<file path="config.mk">
export PLATFORM = sky130hd
export DESIGN_NAME = psg_nch
export DESIGN_NICKNAME = d
export VERILOG_FILES = /design/src/rtl/psg_pkg.sv /design/src/rtl/psg_env.sv /design/src/rtl/psg_nch.sv
export SDC_FILE = /design/constraint.sdc
export NUM_CORES = 1
export LEC_CHECK = 0
export CORE_MARGIN = 5
export CORE_UTILIZATION = 66
export DETAILED_ROUTE_END_ITERATION = 16
export MAX_ROUTING_LAYER = met4
export PLACE_DENSITY = 0.85
export SYNTH_ARGS = -nofsm -noshare
export SYNTH_HDL_FRONTEND = slang
export SYNTH_SLANG_ARGS = --single-unit
</file>
<file path="constraint.sdc">
create_clock -name CLK -period 8 [get_ports CLK]
set_input_delay 2.4 -clock CLK [delete_from_list [all_inputs] [get_ports CLK]]
set_output_delay 2.4 -clock CLK [all_outputs]
set_load 0.005 [all_outputs]
</file>
<file path="src/rtl/psg_pkg.sv">
// Shared constants and types for the N-channel PSG.
package psg_pkg;

  // Register map; per-channel banks are base + channel index (tone is base + 2*i).
  localparam logic [5:0] REG_TONE_BASE = 6'h00;
  localparam logic [5:0] REG_NOISE     = 6'h10;
  localparam logic [5:0] REG_TDIS      = 6'h11;
  localparam logic [5:0] REG_NDIS      = 6'h12;
  localparam logic [5:0] REG_VOL_BASE  = 6'h18;
  localparam logic [5:0] REG_ENV_LO    = 6'h20;
  localparam logic [5:0] REG_ENV_HI    = 6'h21;
  localparam logic [5:0] REG_SHAPE     = 6'h22;
  localparam logic [5:0] REG_PAN_BASE  = 6'h28;

  // Envelope shape bits: C (continue), At (attack), Al (alternate), H (hold).
  localparam int unsigned SHAPE_H  = 0;
  localparam int unsigned SHAPE_AL = 1;
  localparam int unsigned SHAPE_AT = 2;
  localparam int unsigned SHAPE_C  = 3;

  typedef logic [3:0] env_shape_t;

  typedef enum logic [1:0] {RAMP_UP, RAMP_DOWN, HOLD} env_state_t;

endpackage

</file>
<file path="src/rtl/psg_env.sv">
// Envelope generator: period counter plus 5-bit level shape state machine.
module psg_env
  import psg_pkg::*;
#(
  parameter int unsigned ENV_W = 16
) (
  input  logic             CLK,
  input  logic             RESET,
  input  logic             ce,
  input  logic             tick,
  input  logic             restart_arm,
  input  logic [ENV_W-1:0] period,
  input  env_shape_t       shape,
  output logic [4:0]       level
);

  env_state_t       state, state_nx;
  logic [4:0]       level_nx;
  logic [ENV_W-1:0] cnt, cnt_nx, limit;
  logic             pending, pending_nx;
  logic             step, at_end;

  assign limit = (period == '0) ? '0 : period - ENV_W'(1);
  assign step  = tick && (cnt >= limit);

  // Next-state: a pending restart wins over a step in the same CE.
  always_comb begin
    state_nx   = state;
    level_nx   = level;
    cnt_nx     = cnt;
    pending_nx = pending;
    at_end     = ((state == RAMP_UP) && (level == '1)) ||
                 ((state == RAMP_DOWN) && (level == '0));
    if (ce) begin
      if (pending) begin
        pending_nx = 1'b0;
        cnt_nx     = '0;
        if (shape[SHAPE_AT]) begin
          level_nx = '0;
          state_nx = RAMP_UP;
        end else begin
          level_nx = '1;
          state_nx = RAMP_DOWN;
        end
      end else if (tick) begin
        cnt_nx = step ? '0 : cnt + ENV_W'(1);
        if (step && (state != HOLD)) begin
          if (!at_end) begin
            level_nx = (state == RAMP_UP) ? level + 5'd1 : level - 5'd1;
          end else if (!shape[SHAPE_C]) begin
            level_nx = '0;
            state_nx = HOLD;
          end else if (shape[SHAPE_H]) begin
            level_nx = shape[SHAPE_AL] ? ~level : level;
            state_nx = HOLD;
          end else if (shape[SHAPE_AL]) begin
            state_nx = (state == RAMP_UP) ? RAMP_DOWN : RAMP_UP;
          end else begin
            // End value inverted is the wrap target (31->0 or 0->31).
            level_nx = ~level;
          end
        end
      end
    end
    if (restart_arm) pending_nx = 1'b1;
  end

  // State register.
  always_ff @(posedge CLK) begin
    if (RESET) begin
      state   <= HOLD;
      level   <= '0;
      cnt     <= '0;
      pending <= 1'b0;
    end else begin
      state   <= state_nx;
      level   <= level_nx;
      cnt     <= cnt_nx;
      pending <= pending_nx;
    end
  end

endmodule

</file>
<file path="src/rtl/psg_nch.sv">
// N-channel PSG: register file, tone/noise generators, level and stereo mix.
module psg_nch
  import psg_pkg::*;
#(
  parameter int unsigned NCH      = 3,
  parameter int unsigned TONE_W   = 12,
  parameter int unsigned NOISE_W  = 5,
  parameter int unsigned ENV_W    = 16,
  parameter int unsigned PRESCALE = 8
) (
  input  logic                           CLK,
  input  logic                           RESET,
  input  logic                           CE,
  input  logic                           WE,
  input  logic [5:0]                     ADDR,
  input  logic [7:0]                     DI,
  output logic [7:0]                     DO,
  output logic [NCH*5-1:0]               LEVEL,
  output logic [5+$clog2(NCH+1)-1:0]     MIX_L,
  output logic [5+$clog2(NCH+1)-1:0]     MIX_R,
  output logic [NCH-1:0]                 ACTIVE
);

  localparam int unsigned MIX_W = 5 + $clog2(NCH + 1);
  localparam int unsigned PW    = $clog2(PRESCALE);

  logic [TONE_W-1:0]  tone_per [NCH];
  logic [4:0]         vol      [NCH];
  logic [1:0]         pan      [NCH];
  logic [4:0]         level_r  [NCH];
  logic [NOISE_W-1:0] noise_per, noise_cnt;
  logic [NCH-1:0]     tone_dis, noise_dis, tone_op;
  logic [ENV_W-1:0]   env_per;
  env_shape_t         shape;
  logic [4:0]         env_level;
  logic [16:0]        lfsr;
  logic [PW-1:0]      presc;
  logic               half, tick, noise_tick, noise_op, shape_wr;
  logic [MIX_W-1:0]   mix_l_nx, mix_r_nx;

  assign shape_wr   = WE && (ADDR == REG_SHAPE);
  assign tick       = CE && (presc == PW'(PRESCALE - 1));
  assign noise_tick = tick && half;
  assign noise_op   = (noise_per != '0) & lfsr[0];

  // Register writes; hi bytes are truncated to the declared width on store.
  always_ff @(posedge CLK) begin
    if (RESET) begin
      for (int unsigned i = 0; i < NCH; i++) begin
        tone_per[i] <= '0;
        vol[i]      <= '0;
        pan[i]      <= 2'b11;
      end
      noise_per <= '0;
      tone_dis  <= '1;
      noise_dis <= '1;
      env_per   <= '0;
      shape     <= '0;
    end else if (WE) begin
      for (int unsigned i = 0; i < NCH; i++) begin
        if (ADDR == REG_TONE_BASE + 6'(2 * i))     tone_per[i][7:0] <= DI;
        if (ADDR == REG_TONE_BASE + 6'(2 * i + 1)) tone_per[i] <= TONE_W'({DI, tone_per[i][7:0]});
        if (ADDR == REG_VOL_BASE + 6'(i))          vol[i] <= DI[4:0];
        if (ADDR == REG_PAN_BASE + 6'(i))          pan[i] <= DI[1:0];
      end
      case (ADDR)
        REG_NOISE:  noise_per    <= DI[NOISE_W-1:0];
        REG_TDIS:   tone_dis     <= DI[NCH-1:0];
        REG_NDIS:   noise_dis    <= DI[NCH-1:0];
        REG_ENV_LO: env_per[7:0] <= DI;
        REG_ENV_HI: env_per      <= ENV_W'({DI, env_per[7:0]});
        REG_SHAPE:  shape        <= DI[3:0];
        default: ;
      endcase
    end
  end

  // Combinational readback; unmapped addresses and unused bits read zero.
  always_comb begin
    DO = '0;
    for (int unsigned i = 0; i < NCH; i++) begin
      if (ADDR == REG_TONE_BASE + 6'(2 * i))     DO = tone_per[i][7:0];
      if (ADDR == REG_TONE_BASE + 6'(2 * i + 1)) DO = 8'(tone_per[i] >> 8);
      if (ADDR == REG_VOL_BASE + 6'(i))          DO = {3'b000, vol[i]};
      if (ADDR == REG_PAN_BASE + 6'(i))          DO = {6'b000000, pan[i]};
    end
    case (ADDR)
      REG_NOISE:  DO = 8'(noise_per);
      REG_TDIS:   DO = 8'(tone_dis);
      REG_NDIS:   DO = 8'(noise_dis);
      REG_ENV_LO: DO = env_per[7:0];
      REG_ENV_HI: DO = 8'(env_per >> 8);
      REG_SHAPE:  DO = {4'b0000, shape};
      default: ;
    endcase
  end

  // Prescaler: one tick per PRESCALE CEs, noise every second tick.
  always_ff @(posedge CLK) begin
    if (RESET) begin
      presc <= '0;
      half  <= 1'b0;
    end else if (CE) begin
      presc <= presc + PW'(1);
      if (tick) half <= ~half;
    end
  end

  // Noise period counter and 17-bit LFSR.
  always_ff @(posedge CLK) begin
    if (RESET) begin
      noise_cnt <= '0;
      lfsr      <= 17'd1;
    end else if (noise_tick) begin
      if (noise_per == '0) begin
        noise_cnt <= '0;
      end else if (noise_cnt >= noise_per - NOISE_W'(1)) begin
        noise_cnt <= '0;
        lfsr      <= {lfsr[0] ^ lfsr[3], lfsr[16:1]};
      end else begin
        noise_cnt <= noise_cnt + NOISE_W'(1);
      end
    end
  end

  psg_env #(.ENV_W(ENV_W)) u_env (
    .CLK         (CLK),
    .RESET       (RESET),
    .ce          (CE),
    .tick        (tick),
    .restart_arm (shape_wr),
    .period      (env_per),
    .shape       (shape),
    .level       (env_level)
  );

  for (genvar g = 0; g < NCH; g++) begin : g_ch
    logic [TONE_W-1:0] cnt;
    logic              op;
    logic              gate;
    logic [4:0]        lvl_nx;

    // Tone counter: half-period of P ticks, P = 0 parks the output low.
    always_ff @(posedge CLK) begin
      if (RESET) begin
        cnt <= '0;
        op  <= 1'b0;
      end else if (tick) begin
        if (tone_per[g] == '0) begin
          cnt <= '0;
          op  <= 1'b0;
        end else if (cnt >= tone_per[g] - TONE_W'(1)) begin
          cnt <= '0;
          op  <= ~op;
        end else begin
          cnt <= cnt + TONE_W'(1);
        end
      end
    end

    assign tone_op[g] = op;
    assign gate   = (tone_dis[g] | tone_op[g]) & (noise_dis[g] | noise_op);
    assign lvl_nx = !gate ? 5'd0 :
                    vol[g][4] ? env_level : {vol[g][3:0], vol[g][3]};

    // Output level sampled on CE.
    always_ff @(posedge CLK) begin
      if (RESET)   level_r[g] <= '0;
      else if (CE) level_r[g] <= lvl_nx;
    end

    assign LEVEL[5*g +: 5] = level_r[g];
    assign ACTIVE[g]       = ~tone_dis[g] | ~noise_dis[g];
  end

  // Stereo sums of the registered levels.
  always_comb begin
    mix_l_nx = '0;
    mix_r_nx = '0;
    for (int unsigned i = 0; i < NCH; i++) begin
      if (pan[i][1]) mix_l_nx = mix_l_nx + MIX_W'(level_r[i]);
      if (pan[i][0]) mix_r_nx = mix_r_nx + MIX_W'(level_r[i]);
    end
  end

  // Mix register, one CLK behind LEVEL.
  always_ff @(posedge CLK) begin
    if (RESET) begin
      MIX_L <= '0;
      MIX_R <= '0;
    end else begin
      MIX_L <= mix_l_nx;
      MIX_R <= mix_r_nx;
    end
  end

endmodule

</file>
==> impl_metrics.py <==
metrics = {
    "run_status": {
        "status": "completed",
    },
    "clocking": {
        "htreeDepth": 1,
        "numCtsBuffers": 23,
        "cts_setup_buffers": 0,
        "root_buffer": "clkbuf_16",
        "path_clk_slew_ns": 0.06,
        "clock_latency_ns": 0.52,
        "cts_tree": "done",
        "clockBufferDepth": 3,
        "ctsHoldBuffers": 0,
        "clock_sinks": 206,
    },
    "hold_path": {
        "min-delay-start": "lfsr[12]",
        "hold_class": "reg -> reg",
    },
    "timing": {
        "drv_slew": 0,
        "slew_headroom": 0.416,
        "setup_ws_ns": 0.187,
        "setup_viol": 0,
        "period_needed_ns": 7.81,
        "achievable-frequency_ghz": 0.128,
        "whs_ns": 0.461,
        "hold_violations": 0,
        "clock-skew-final_ns": 0.00684,
        "post-route-period-util": 0.977,
        "tns_ns": 0,
        "rsz0062_at_grt": "false",
        "tightest_slew_ns": 0.876,
    },
    "worst_setup_path": {
        "cpPeakStageDelay_ns": 0.72,
        "worstPathRequired_ns": 5.60,
        "cp_slowest_cell": "clkdlybuf4s50_1",
        "cp-startpoint": "ADDR[1]",
        "endpoint_kind": "output port",
        "worstPathArrival_ns": 5.41,
        "critical_path_class": "in -> out",
        "critPathLaunchType": "input port",
        "crit_family": "buffers and inverters",
        "path_cells": "clkdlybuf4s50_1 > or3b_2 > a2111oi_1 > a2111oi_0 > o21ai_1 > a221oi_1 > o21ai_1 > clkdlybuf4s50_1",
        "critPathBufInv": 2,
        "reg2reg_from": "env_per[8]",
        "path_max_fanout": 9,
    },
    "floorplan": {
        "initial_utilization": 0.665,
        "rows": 50,
        "ios": 58,
        "die_area_um2": 21600,
        "die_w_um": 147,
        "die_y_um": 147,
        "coreArea_um2": 18600,
    },
    "logic_synthesis": {
        "ys.flop_type": "dfxtp_1",
        "synth_cell_types": 79,
        "synth_seq_cells": 206,
        "synth.avg_cell_area_um2": 9.04,
        "synth_edf_count": 72,
        "yosysSeqAreaShare": 0.392,
        "syn-cell-area_um2": 12400,
        "synth_cells": 1368,
        "async_flop_share": 0,
        "syn_nets": 1484,
        "ys_warn_count": 0,
    },
    "cells_and_area": {
        "layout_common_cells": "153 x nand2_1, 134 x dfxtp_1, 112 x nor2_1",
        "fin_nets": 1524,
        "fillers": 1349,
        "final_core_util": 0.746,
        "fin_cells": 1660,
        "areaGrowthSynthToFinish_pct": 12.2,
        "postLayoutCellArea_um2": 13900,
        "final_common_cell": "nand2_1",
        "drive_gt1_frac": 0.0618,
    },
    "pwr": {
        "cellPowerDensity_nw_per_um2": 177,
        "p_leak_nw": 5.54,
        "finalPower_mw": 2.46,
        "ir_drop_mv": 0.130,
    },
    "route": {
        "dr_total_vias": 10500,
        "routed_via_density": 6.34,
        "drt-wirelength-per-cell_um": 19.4,
        "drtPass1Iterations": 8,
        "initialDrtViolationCount": 879,
        "drc": 0,
        "routed_wl_mm": 32.2,
        "postRouteAntennaNets": 0,
    },
    "grt": {
        "grt_antenna_before_repair": 2,
        "grtUsageTotal": 0.307,
        "grt_start_max_net_pins": 78,
        "grt_pass1_wl_mm": 52.8,
        "grt-ovfl-total": 0,
        "grt_pass1_vias": 10300,
    },
    "place": {
        "globalplace.congestion": 0.935,
        "numPortBuffers": 57,
        "post-dp-hpwl_mm": 23.7,
        "placed_cell_area_um2": 13100,
        "place_ws_ns": 0.167,
        "dp.cells": 1617,
    },
    "job": {
        "drv_cap": 0,
    },
}
==> what timing repair did <==
action	CTS	global route
setup endpoints to repair	0	1
gates resized for setup	0	1
hold endpoints to repair	0	0
==> final timing paths <==
check             endpoint  slack, ns  cells past startpoint
max reg2reg  u_env.cnt[15]       3.76                     11
min reg2reg       lfsr[11]       0.46                      2
min               lfsr[11]       0.46                      2
max                  DO[1]       0.19                      8
==> cells by family (layout without fill, tap and decap cells) <==
| family | after synthesis | in the layout | synth area share |
|---|---|---|---|
| flops | 206 | 206 | 0.392 |
| compound gates | 288 | 288 | 0.156 |
| simple gates | 555 | 555 | 0.227 |
| buf+inv | 96 | 152 | 0.0320 |
| other cells | 0 | 2 | 0 |
| mux | 27 | 27 | 0.0223 |
| fa+ha+maj | 98 | 98 | 0.102 |
| xor+xnor | 98 | 98 | 0.0694 |
==> worst min-delay path, delay by kind of cell (launching register included) <==
kind,cells,cell delay [ns]
and+or+nand+nor,1,0.06
DFF,1,0.30
AOI/OAI and AO/OA,1,0.05
==> power breakdown <==
group	total (mW)	internal, mW	switching [mW]
clock	1.08	0.649	0.427
combinational	0.232	0.103	0.129
sequential	1.15	1.11	0.0395
total	2.46	1.86	0.596
==> cells in the mapped netlist (4+ instances only) <==
| cell | n | area [um^2] |
|---|---|---|
| a2111oi_0 | 5 | 43.8 |
| a211o_1 | 4 | 35.0 |
| a211oi_1 | 9 | 67.6 |
| a21o_1 | 29 | 218 |
| a21oi_1 | 92 | 460 |
| a221oi_1 | 4 | 35.0 |
| a222oi_1 | 7 | 70.1 |
| a22oi_1 | 15 | 113 |
| a31oi_1 | 11 | 68.8 |
| and2_1 | 38 | 238 |
| and3_1 | 11 | 68.8 |
| and4_1 | 6 | 52.6 |
| buf_1 | 9 | 33.8 |
| buf_2 | 10 | 50.1 |
| clkbuf_1 | 38 | 143 |
| dfxtp_1 | 134 | 2680 |
| edfxtp_1 | 72 | 2160 |
| fa_1 | 5 | 100 |
| ha_1 | 93 | 1160 |
| inv_1 | 35 | 131 |
| mux2_2 | 4 | 45.0 |
| mux2i_1 | 23 | 230 |
| nand2_1 | 153 | 574 |
| nand2b_1 | 31 | 194 |
| nand3_1 | 86 | 430 |
| nand4_1 | 15 | 93.8 |
| nor2_1 | 112 | 420 |
| nor2b_1 | 9 | 56.3 |
| nor3_1 | 21 | 105 |
| nor3_2 | 4 | 40.0 |
| nor3b_1 | 6 | 45.0 |
| nor4_1 | 12 | 75.1 |
| nor4b_1 | 5 | 43.8 |
| o211ai_1 | 11 | 82.6 |
| o21a_1 | 5 | 37.5 |
| o21ai_0 | 50 | 250 |
| o21ai_1 | 4 | 20.0 |
| or2_2 | 9 | 56.3 |
| or3_1 | 13 | 81.3 |
| or4_1 | 4 | 30.0 |
| xnor2_1 | 48 | 420 |
| xor2_1 | 50 | 438 |
==> routing by layer <==
metal | global-route usage | vias up | share of wire
met2 | 0.513 | 395 | 0.48
met1 | 0.388 | 5005 | 0.41
met4 | 0.0983 | 0 | 0.033
met3 | 0.0441 | 83 | 0.071
met5 | - | - | 0
li1 | - | 5049 | -
==> flip-flops by register name, summed over array words and instances (netlist names), 4 cells and up <==
| signal | cells |
|---|---|
| u_env.cnt | 16 |
| g_ch.cnt | 36 |
| level_r | 15 |
| pan | 6 |
| noise_per | 5 |
| env_per | 16 |
| lfsr | 17 |
| MIX_L | 7 |
| MIX_R | 7 |
| shape | 4 |
| noise_cnt | 5 |
| vol | 15 |
| u_env.level | 5 |
| tone_per | 36 |
==> layout make-up <==
cell class	instances	area [um^2]	share of cell area
diodes	2	5.00	0.000361
clock buffers	31	629	0.0454
clock inverters	10	134	0.00965
flip-flops and latches	206	4840	0.349
repair buffers	76	708	0.0511
multi-input cells	1066	7120	0.514
well taps	234	293	0.0211
inverters	35	131	0.00947
(Power assumes the default switching activity.)
